--- src/rtl/add_pkg.sv ---
// Shared definitions for the byte-serial adder: byte width and controller states.
package add_pkg;

  localparam int BYTE_W = 8;

  typedef enum logic [1:0] {
    IDLE = 2'd0,
    RUN  = 2'd1,
    DONE = 2'd2
  } state_t;

endpackage

--- src/rtl/add_seq_add.sv ---
// 8-bit adder with carry in/out; the single byte datapath shared by every byte of add_seq.
module add
  import add_pkg::*;
(
  input  logic [BYTE_W-1:0] a,
  input  logic [BYTE_W-1:0] b,
  input  logic              ci,
  output logic              co,
  output logic [BYTE_W-1:0] y
);

  assign {co, y} = {1'b0, a} + {1'b0, b} + {{BYTE_W{1'b0}}, ci};

endmodule

--- src/rtl/add_seq.sv ---
// Byte-serial multi-byte adder: operands are fed LSB byte first through one 8-bit adder,
// with the carry registered between bytes; the wide sum is published with a one-cycle done.
module add_seq
  import add_pkg::*;
#(
  parameter int NBYTES = 4
) (
  input  logic                     clk,
  input  logic                     rst_n,
  input  logic                     start,
  input  logic [BYTE_W*NBYTES-1:0] a,
  input  logic [BYTE_W*NBYTES-1:0] b,
  input  logic                     ci,
  output logic                     busy,
  output logic                     done,
  output logic [BYTE_W*NBYTES-1:0] y,
  output logic                     co
);

  localparam int W  = BYTE_W * NBYTES;
  localparam int CW = $clog2(NBYTES) + 1;

  state_t            r_state;
  state_t            w_state_next;
  logic [W-1:0]      r_a_sh;
  logic [W-1:0]      r_b_sh;
  logic [W-1:0]      r_y_sh;
  logic [W-1:0]      r_y;
  logic              r_co;
  logic              r_carry;
  logic [CW-1:0]     r_cnt;
  logic [BYTE_W-1:0] w_s;
  logic              w_c;
  logic              w_last;
  logic [W-1:0]      w_y_sh_next;

  add u_add (
    .a  (r_a_sh[BYTE_W-1:0]),
    .b  (r_b_sh[BYTE_W-1:0]),
    .ci (r_carry),
    .co (w_c),
    .y  (w_s)
  );

  assign w_last = (r_cnt == CW'(NBYTES - 1));

  // New byte enters at the top so that after NBYTES shifts byte 0 sits at the bottom.
  generate
    if (NBYTES == 1) begin : g_one_byte
      assign w_y_sh_next = w_s;
    end else begin : g_multi_byte
      assign w_y_sh_next = {w_s, r_y_sh[W-1:BYTE_W]};
    end
  endgenerate

  always_comb begin
    w_state_next = r_state;
    case (r_state)
      IDLE:    if (start) w_state_next = RUN;
      RUN:     if (w_last) w_state_next = DONE;
      DONE:    w_state_next = start ? RUN : IDLE;
      default: w_state_next = IDLE;
    endcase
  end

  always_ff @(posedge clk or negedge rst_n) begin
    if (!rst_n) begin
      r_state <= IDLE;
    end else begin
      r_state <= w_state_next;
    end
  end

  always_ff @(posedge clk or negedge rst_n) begin
    if (!rst_n) begin
      r_a_sh  <= '0;
      r_b_sh  <= '0;
      r_y_sh  <= '0;
      r_y     <= '0;
      r_co    <= 1'b0;
      r_carry <= 1'b0;
      r_cnt   <= '0;
    end else begin
      case (r_state)
        IDLE, DONE: begin
          if (start) begin
            r_a_sh  <= a;
            r_b_sh  <= b;
            r_carry <= ci;
            r_cnt   <= '0;
          end
        end
        RUN: begin
          r_a_sh  <= r_a_sh >> BYTE_W;
          r_b_sh  <= r_b_sh >> BYTE_W;
          r_y_sh  <= w_y_sh_next;
          r_carry <= w_c;
          r_cnt   <= r_cnt + CW'(1);
          if (w_last) begin
            r_y  <= w_y_sh_next;
            r_co <= w_c;
          end
        end
        default: ;
      endcase
    end
  end

  assign busy = (r_state == RUN);
  assign done = (r_state == DONE);
  assign y    = r_y;
  assign co   = r_co;

endmodule

--- config.mk ---
export PLATFORM = sky130hd
export DESIGN_NAME = add_seq
export DESIGN_NICKNAME = d
export VERILOG_FILES = /design/src/rtl/add_pkg.sv /design/src/rtl/add_seq_add.sv /design/src/rtl/add_seq.sv
export SDC_FILE = /design/constraint.sdc
export NUM_CORES = 1
export LEC_CHECK = 0
export CAP_MARGIN = 20
export CORE_ASPECT_RATIO = 1.2
export CORE_UTILIZATION = 40
export CTS_CLUSTER_SIZE = 28
export DETAILED_ROUTE_END_ITERATION = 8
export GPL_TIMING_DRIVEN = 1
export HOLD_SLACK_MARGIN = 0.05
export PLACE_DENSITY = 0.7
export REMOVE_ABC_BUFFERS = 1
export SYNTH_ARGS = -nofsm -noshare
export SYNTH_HDL_FRONTEND = slang
export SYNTH_SLANG_ARGS = --single-unit
--- constraint.sdc ---
create_clock -name clk -period 2.9 [get_ports clk]
set_input_delay 0.435 -clock clk [delete_from_list [all_inputs] [get_ports clk]]
set_output_delay 0.435 -clock clk [all_outputs]
set_load 0.05 [all_outputs]
==> results of run 1 <==
[sequential cells by signal, indices dropped and copies added (netlist names)]
signal / flops
co: 1
r_a_sh: 32
r_b_sh: 32
r_carry: 1
r_cnt: 3
r_state: 2
r_y_sh: 24
y: 32
[critical path, stage by stage (launching register included)]
cell and delay, ns:
dfrtp_1 0.40, fa_1 0.50, fa_1 0.44, a21oi_2 0.25
o211ai_2 0.15, or3_1 0.39, nand3_1 0.09
[logic make-up (layout without fill, tap and decap cells)]
| logic type | count (synthesis) | in the layout | synth area share |
|---|---|---|---|
| simple gates | 245 | 245 | 0.174 |
| xor+xnor | 2 | 2 | 0.00310 |
| fa+ha+maj | 11 | 11 | 0.0270 |
| buf+inv | 44 | 150 | 0.0417 |
| flops | 127 | 127 | 0.563 |
| compound gates | 102 | 102 | 0.125 |
| mux | 27 | 27 | 0.0669 |
[timing repair]
item                      4_1_cts  5_1_grt
setup buffers                   0        0
hold endpoints to repair       14        0
hold buffers                    1        0
[cell type report]
class                           count  area share
Clock buffer                       19      0.0606
Clock inverter                     13      0.0311
Inverter                            6     0.00301
Multi-Input combinational cell    387       0.301
Sequential cell                   127       0.425
Tap cell                          171      0.0286
Timing Repair Buffer              112       0.150
[per-layer routing]
layer  vias up  part of all wire  track usage
li1       2094                 -            -
met1      2117              0.44        0.223
met2       146              0.49        0.297
met3        28             0.041       0.0405
met4         0             0.026       0.0933
met5         -                 0            0
[metrics by stage]
stage                     std cells   util  instance area (µm²)  setup slack [ns]
after detailed placement        802  0.493                 6780             0.643
after global routing            835  0.543                 7470             0.502
final                           835  0.543                 7470             0.622
after floorplan                 520      -                 5430             -2.00
after CTS                       835  0.543                 7470             0.617
after global placement          802  0.493                 6780             0.693
[Yosys cell counts (all sizes together)]
cell     number  area (µm²)
o311a         1        10.0
o31ai         2        15.0
a31oi        48         300
a21o          1        7.51
xnor2         2        17.5
nand2       168         631
a211oi        2        20.0
nor3          2        10.0
mux2         26         368
o211ai        3        27.5
o311ai        1        8.76
o21bai        1        7.51
o31a          1        8.76
o21a          2        15.0
nand3         4        20.0
fa            2        40.0
a211o         1        8.76
ha            9         113
a2111oi       1        8.76
nor2b         2        15.0
dfrtp       127        3180
a22o         17         149
clkbuf        7        26.3
nand2b        5        31.3
mux2i         1        10.0
a21oi         5        28.8
o211a         1        10.0
inv           6        22.5
nand3b        2        15.0
nor4b         1        8.76
buf          31         186
a22oi         1        7.51
nand4b        2        17.5
nor2         55         206
or3           2        12.5
o21ai        14        70.1
nor3b         2        15.0
[worst max-delay path by stage]
stage	from	endpoint	slack, ns
final	r_a_sh[0]	y[30]	0.62
after global routing	r_a_sh[0]	y[30]	0.50
after CTS	r_a_sh[0]	y[30]	0.62
after detailed placement	r_a_sh[0]	y[30]	0.64
after global placement	r_a_sh[0]	y[30]	0.69
after floorplan	r_state[1]	r_carry	-2.00
[power groups by stage]
stage          clock network [mW]  registers (mW)  logic (mW)
2_1_floorplan                   0            3.79        2.68
3_3_place_gp                    0            3.15        4.54
3_5_place_dp                    0            3.20        4.70
4_1_cts                      2.49            3.18        4.73
5_1_grt                      2.58            3.29        5.18
6_report                     2.46            3.18        4.70
==> metrics.csv, run 1 <==
metric,value,unit
drt first pass iters,5,
FF-to-FF End,y[30],
RSZ-0062 raised after global routing,false,
DRT antenna net count,0,
Sequential cell area,0.00318,mm²
Critical Path RT,3.25,ns
# nets final,730,
CP Capture Type,flop,
CTS tree,built,
total grt overflow,0,
PwrDens,1380,mW/mm²
worst reg2reg setup slack,0.62,ns
RR Startpoint,r_a_sh[0],
post-CTS resize count,0,
Worst Hold Class,reg2reg,
Die Span X,110,µm
RD Place Congestion,0.856,
H-tree levels,4,
Flop pwr share,0.308,
hold endpoint,r_y_sh[8],
layout cells sized above 1,0.108,
Int Power,6.16,mW
Clock power frac,0.238,
Max-cap violations,0,
vias in the first global route,4396,
static leakage,3.44,nW
Fin Setup TNS,0,ns
Syn Inst Count,558,
"most common cell after layout, fill and taps aside",nand2_1,
Netlist cell types,47,
synth warn,0,
fin. max-slew vios,0,
first-pass GRT wire length,20.9,mm
minimum clock period after layout,2.28,ns
total die area,0.0146,mm²
antenna violations before repair,0,
skew final,0.0126,ns
Syn-to-layout area delta,32.4,%
switch share,0.404,
Switch Pwr,4.18,mW
CP Data Arrival Time,2.63,ns
total CTS buffers,17,
I/O Buffers,102,
Worst Hold Depth,2,
most frequent cells in the layout,"nand2_1, dfrtp_1, clkdlybuf4s50_1",
DR vias,4385,
syn_area_per_cell,10.1,µm²
period utilization,0.785,
residual DRC count,0,
Post-DP HPWL,8.14,mm
status,"finished, final reports clean",
root buf cell,clkbuf_16,
ANT cells,0,
worst hold slack,0.470,ns
hold_sp,r_y_sh[8],
max_slew headroom,0.359,
Final Power,10.3,mW
io pins,103,
clock buffer depth,2,
Final Hold Viols,0,
startpoint types,flop,
Clock Latency Late Sink,0.42,ns
total wire length,12.5,mm
Initial Utilization,0.410,
Clock Sink Count,127,
GRT Total Usage,0.181,
Fmax,0.439,GHz
Seq cells post-synth,127,
crit-path max FO,4,
"CTS clk-pin slew, worst paths",0.06,ns
largest net degree at the start of global routing,69,
Core Region,0.0138,mm²
Row Count,47,
Starting DRT DRC Count,217,
Multi-input gate area,0.00225,mm²
Comb power frac,0.454,
Worst IR Drop VDD,0.000759,V
Avg WL per Cell,15.0,µm
fillers,1211,
Worst Reg-to-Reg Cells,6,
actual slew at the worst max-slew pin,0.960,ns
Synth Cell Area,0.00565,mm²
Crit Path Class,reg2reg,
final setup violation count,0,
"Seq/Total Area, Yosys",0.563,
vias per cell,5.25,
Die Ht,132,µm
(Power assumes the default switching activity.)
==> inputs of run 2 (changes only) <==
--- a/config.mk
+++ b/config.mk
@@ -12,7 +12,7 @@
 export DETAILED_ROUTE_END_ITERATION = 8
 export GPL_TIMING_DRIVEN = 1
 export HOLD_SLACK_MARGIN = 0.05
-export PLACE_DENSITY = 0.7
+export PLACE_DENSITY = 0.72
 export REMOVE_ABC_BUFFERS = 1
 export SYNTH_ARGS = -nofsm -noshare
 export SYNTH_HDL_FRONTEND = slang
==> constraint.sdc (replaced) <==
create_clock -name clk -period 1.8 [get_ports clk]
set_input_delay 0.27 -clock clk [delete_from_list [all_inputs] [get_ports clk]]
set_output_delay 0.27 -clock clk [all_outputs]
set_load 0.05 [all_outputs]
==> run 2 against run 1 <==
Against the previous run: the flow now finishes with violations (setup timing); clock power up 31%; clock skew down 0.0042 ns; worst hold slack worse by 0.11 ns; register-to-register slack worse by 0.88 ns; first-iteration DRC count up 17%; maximum frequency up 11%; global-route usage down 0.33 points; die area unchanged; sequential cell count unchanged; power up 57%.
==> metrics.csv, run 2 (synthesized netlist as in run 1, its figures left out) <==
metric,value,unit,change
Fin Setup TNS,-1.13,ns,-1.13 ns
"most common cell after layout, fill and taps aside",nand2_1,,
RSZ-0062 raised after global routing,true,,
max_slew headroom,0.619,,+0.260
total die area,0.0146,mm²,unchanged
startpoint types,flop,,
Final Hold Viols,0,,unchanged
clock buffer depth,2,,unchanged
first-pass GRT wire length,20.8,mm,-0.49%
minimum clock period after layout,2.06,ns,-0.223 ns
ANT cells,0,,unchanged
vias in the first global route,4283,,-2.6%
Bufs and invs on worst path,1,,+1
Post-Route Utilization,0.545,,+0.00200
fin. max-slew vios,0,,unchanged
antenna violations before repair,0,,unchanged
actual slew at the worst max-slew pin,0.569,ns,-0.391 ns
max incr delay on CP,0.42,ns,-0.08 ns
crit-path max FO,46,,+42
dpl cells,808,,+0.75%
switch share,0.418,,+0.0134
RD Place Congestion,0.938,,+9.7%
layout cells sized above 1,0.138,,+0.0298
CP most frequent cell,ha_1,,
CTS tree,built,,
status,finished with violations,,
Clock Sink Count,127,,unchanged
Row Count,47,,unchanged
"CTS clk-pin slew, worst paths",0.05,ns,about the same
Switch Pwr,6.78,mW,+62%
Initial Utilization,0.410,,unchanged
Post-Layout Cell Count,844,,+1.1%
CP Capture Type,flop,,
Max-cap violations,0,,unchanged
Final WS setup,-0.255,ns,-0.877 ns
total wire length,12.6,mm,+0.14%
Avg WL per Cell,14.9,µm,-0.92%
Crit-path slowest cell,a211oi_1,,
# nets final,740,,+1.4%
failing checks,setup timing,,
Int Power,9.46,mW,+54%
Clock Latency Late Sink,0.41,ns,about the same
largest net degree at the start of global routing,134,,+94%
Starting DRT DRC Count,254,,+17%
DR vias,4363,,-0.50%
Die Ht,132,µm,unchanged
io pins,103,,unchanged
Syn-to-layout area delta,32.8,%,
Flop pwr share,0.314,,+0.006
H-tree levels,4,,unchanged
drt first pass iters,4,,-1
Fmax,0.487,GHz,+11%
GRT Total Usage,0.177,,-0.00330
Worst IR Drop VDD,0.00128,V,+69%
skew final,0.00843,ns,-0.00421 ns
Post-DP HPWL,8.27,mm,+1.7%
residual DRC count,0,,unchanged
static leakage,3.55,nW,+3.2%
Crit Path Class,reg2reg,,
DRT antenna net count,0,,unchanged
vias per cell,5.17,,-1.6%
Clock power frac,0.198,,-0.040
root buf cell,clkbuf_16,,
PwrDens,2170,mW/mm²,+57%
crit path cell chain,ha_1 -> ha_1 -> nand3b_1 -> buf_12 -> nor3_1 -> a211oi_1 -> nand3_2,,
total grt overflow,0,,unchanged
CP Data Arrival Time,2.32,ns,-0.31 ns
Comb power frac,0.488,,+0.034
period utilization,1.14,,+0.356
I/O Buffers,102,,unchanged
Critical Path RT,2.07,ns,-1.18 ns
Worst Hold Class,in2async,,
Core Region,0.0138,mm²,unchanged
CP top delay family,adder cells,,
final setup violation count,12,,+12
total CTS buffers,17,,unchanged
most frequent cells in the layout,"nand2_1, dfrtp_1, clkdlybuf4s50_1",,
Die Span X,110,µm,unchanged
run 2: power by group through the flow:
stage | Sequential, mW | Combinational, mW | Clock [mW]
5_1_grt | 5.28 | 8.68 | 3.41
3_3_place_gp | 5.08 | 7.51 | 0
4_1_cts | 5.10 | 7.79 | 3.28
6_report | 5.10 | 7.92 | 3.22
3_5_place_dp | 5.15 | 7.79 | 0
2_1_floorplan | 6.06 | 3.84 | 0
run 2: routing by layer:
metal  global-route usage  vias up  routed length [µm]
met3               0.0372       26                 486
met4               0.0800        0                 298
li1                     -     2106                   -
met1                0.232     2109                5780
met2                0.284      122                6000
met5                    0        -                   0
run 2: metrics by stage:
step / power, mW / hold WS (ns) / instance area [µm²] / setup WS (ns)
2_1_floorplan: 9.90 / -0.0256 / 5430 / -3.10
3_3_place_gp: 12.6 / 0.218 / 6880 / -0.314
5_1_grt: 17.4 / 0.401 / 7500 / -0.334
4_1_cts: 16.2 / 0.368 / 7460 / -0.203
6_report: 16.2 / 0.359 / 7500 / -0.255
3_5_place_dp: 12.9 / 0.225 / 6880 / -0.391
run 2: repair_timing:
item,in CTS,in global routing
setup buffers,4,2
cloned,0,0
hold buffers,1,0
gates resized for setup,32,10
pin swaps,8,10
setup endpoints to repair,40,34
hold endpoints to repair,43,0
run 2: path summary, 6_finish.rpt:
check | start | endpoint | slack (ns) | depth (start not counted)
worst max-delay path | r_cnt[0] | y[30] | -0.26 | 7
worst min-delay path | rst_n | y[8] | 0.36 | 2
worst max register to register | r_cnt[0] | y[30] | -0.26 | 7
worst min register to register | r_y_sh[15] | r_y_sh[15] | 0.47 | 2
max in group asynchronous | rst_n | r_b_sh[11] | 0.80 | 3
min in group clk | a[18] | r_a_sh[18] | 0.43 | 3
run 2: layout make-up:
cell class,count,area (µm²)
fillers,1193,6260
flip-flops and latches,127,3180
multi-input cells,387,2290
repair buffers,122,1230
clock buffers,26,509
well taps,171,214
clock inverters,5,53.8
inverters,6,22.5
==> inputs of run 3 (changes only) <==
--- a/config.mk
+++ b/config.mk
@@ -11,7 +11,7 @@
 export CTS_CLUSTER_SIZE = 28
 export DETAILED_ROUTE_END_ITERATION = 8
 export GPL_TIMING_DRIVEN = 1
-export HOLD_SLACK_MARGIN = 0.05
+export HOLD_SLACK_MARGIN = 0.02
 export PLACE_DENSITY = 0.72
 export REMOVE_ABC_BUFFERS = 1
 export SYNTH_ARGS = -nofsm -noshare
==> results of run 3 <==
No change in the layout: final DEF, timing and power equal those of run 2.
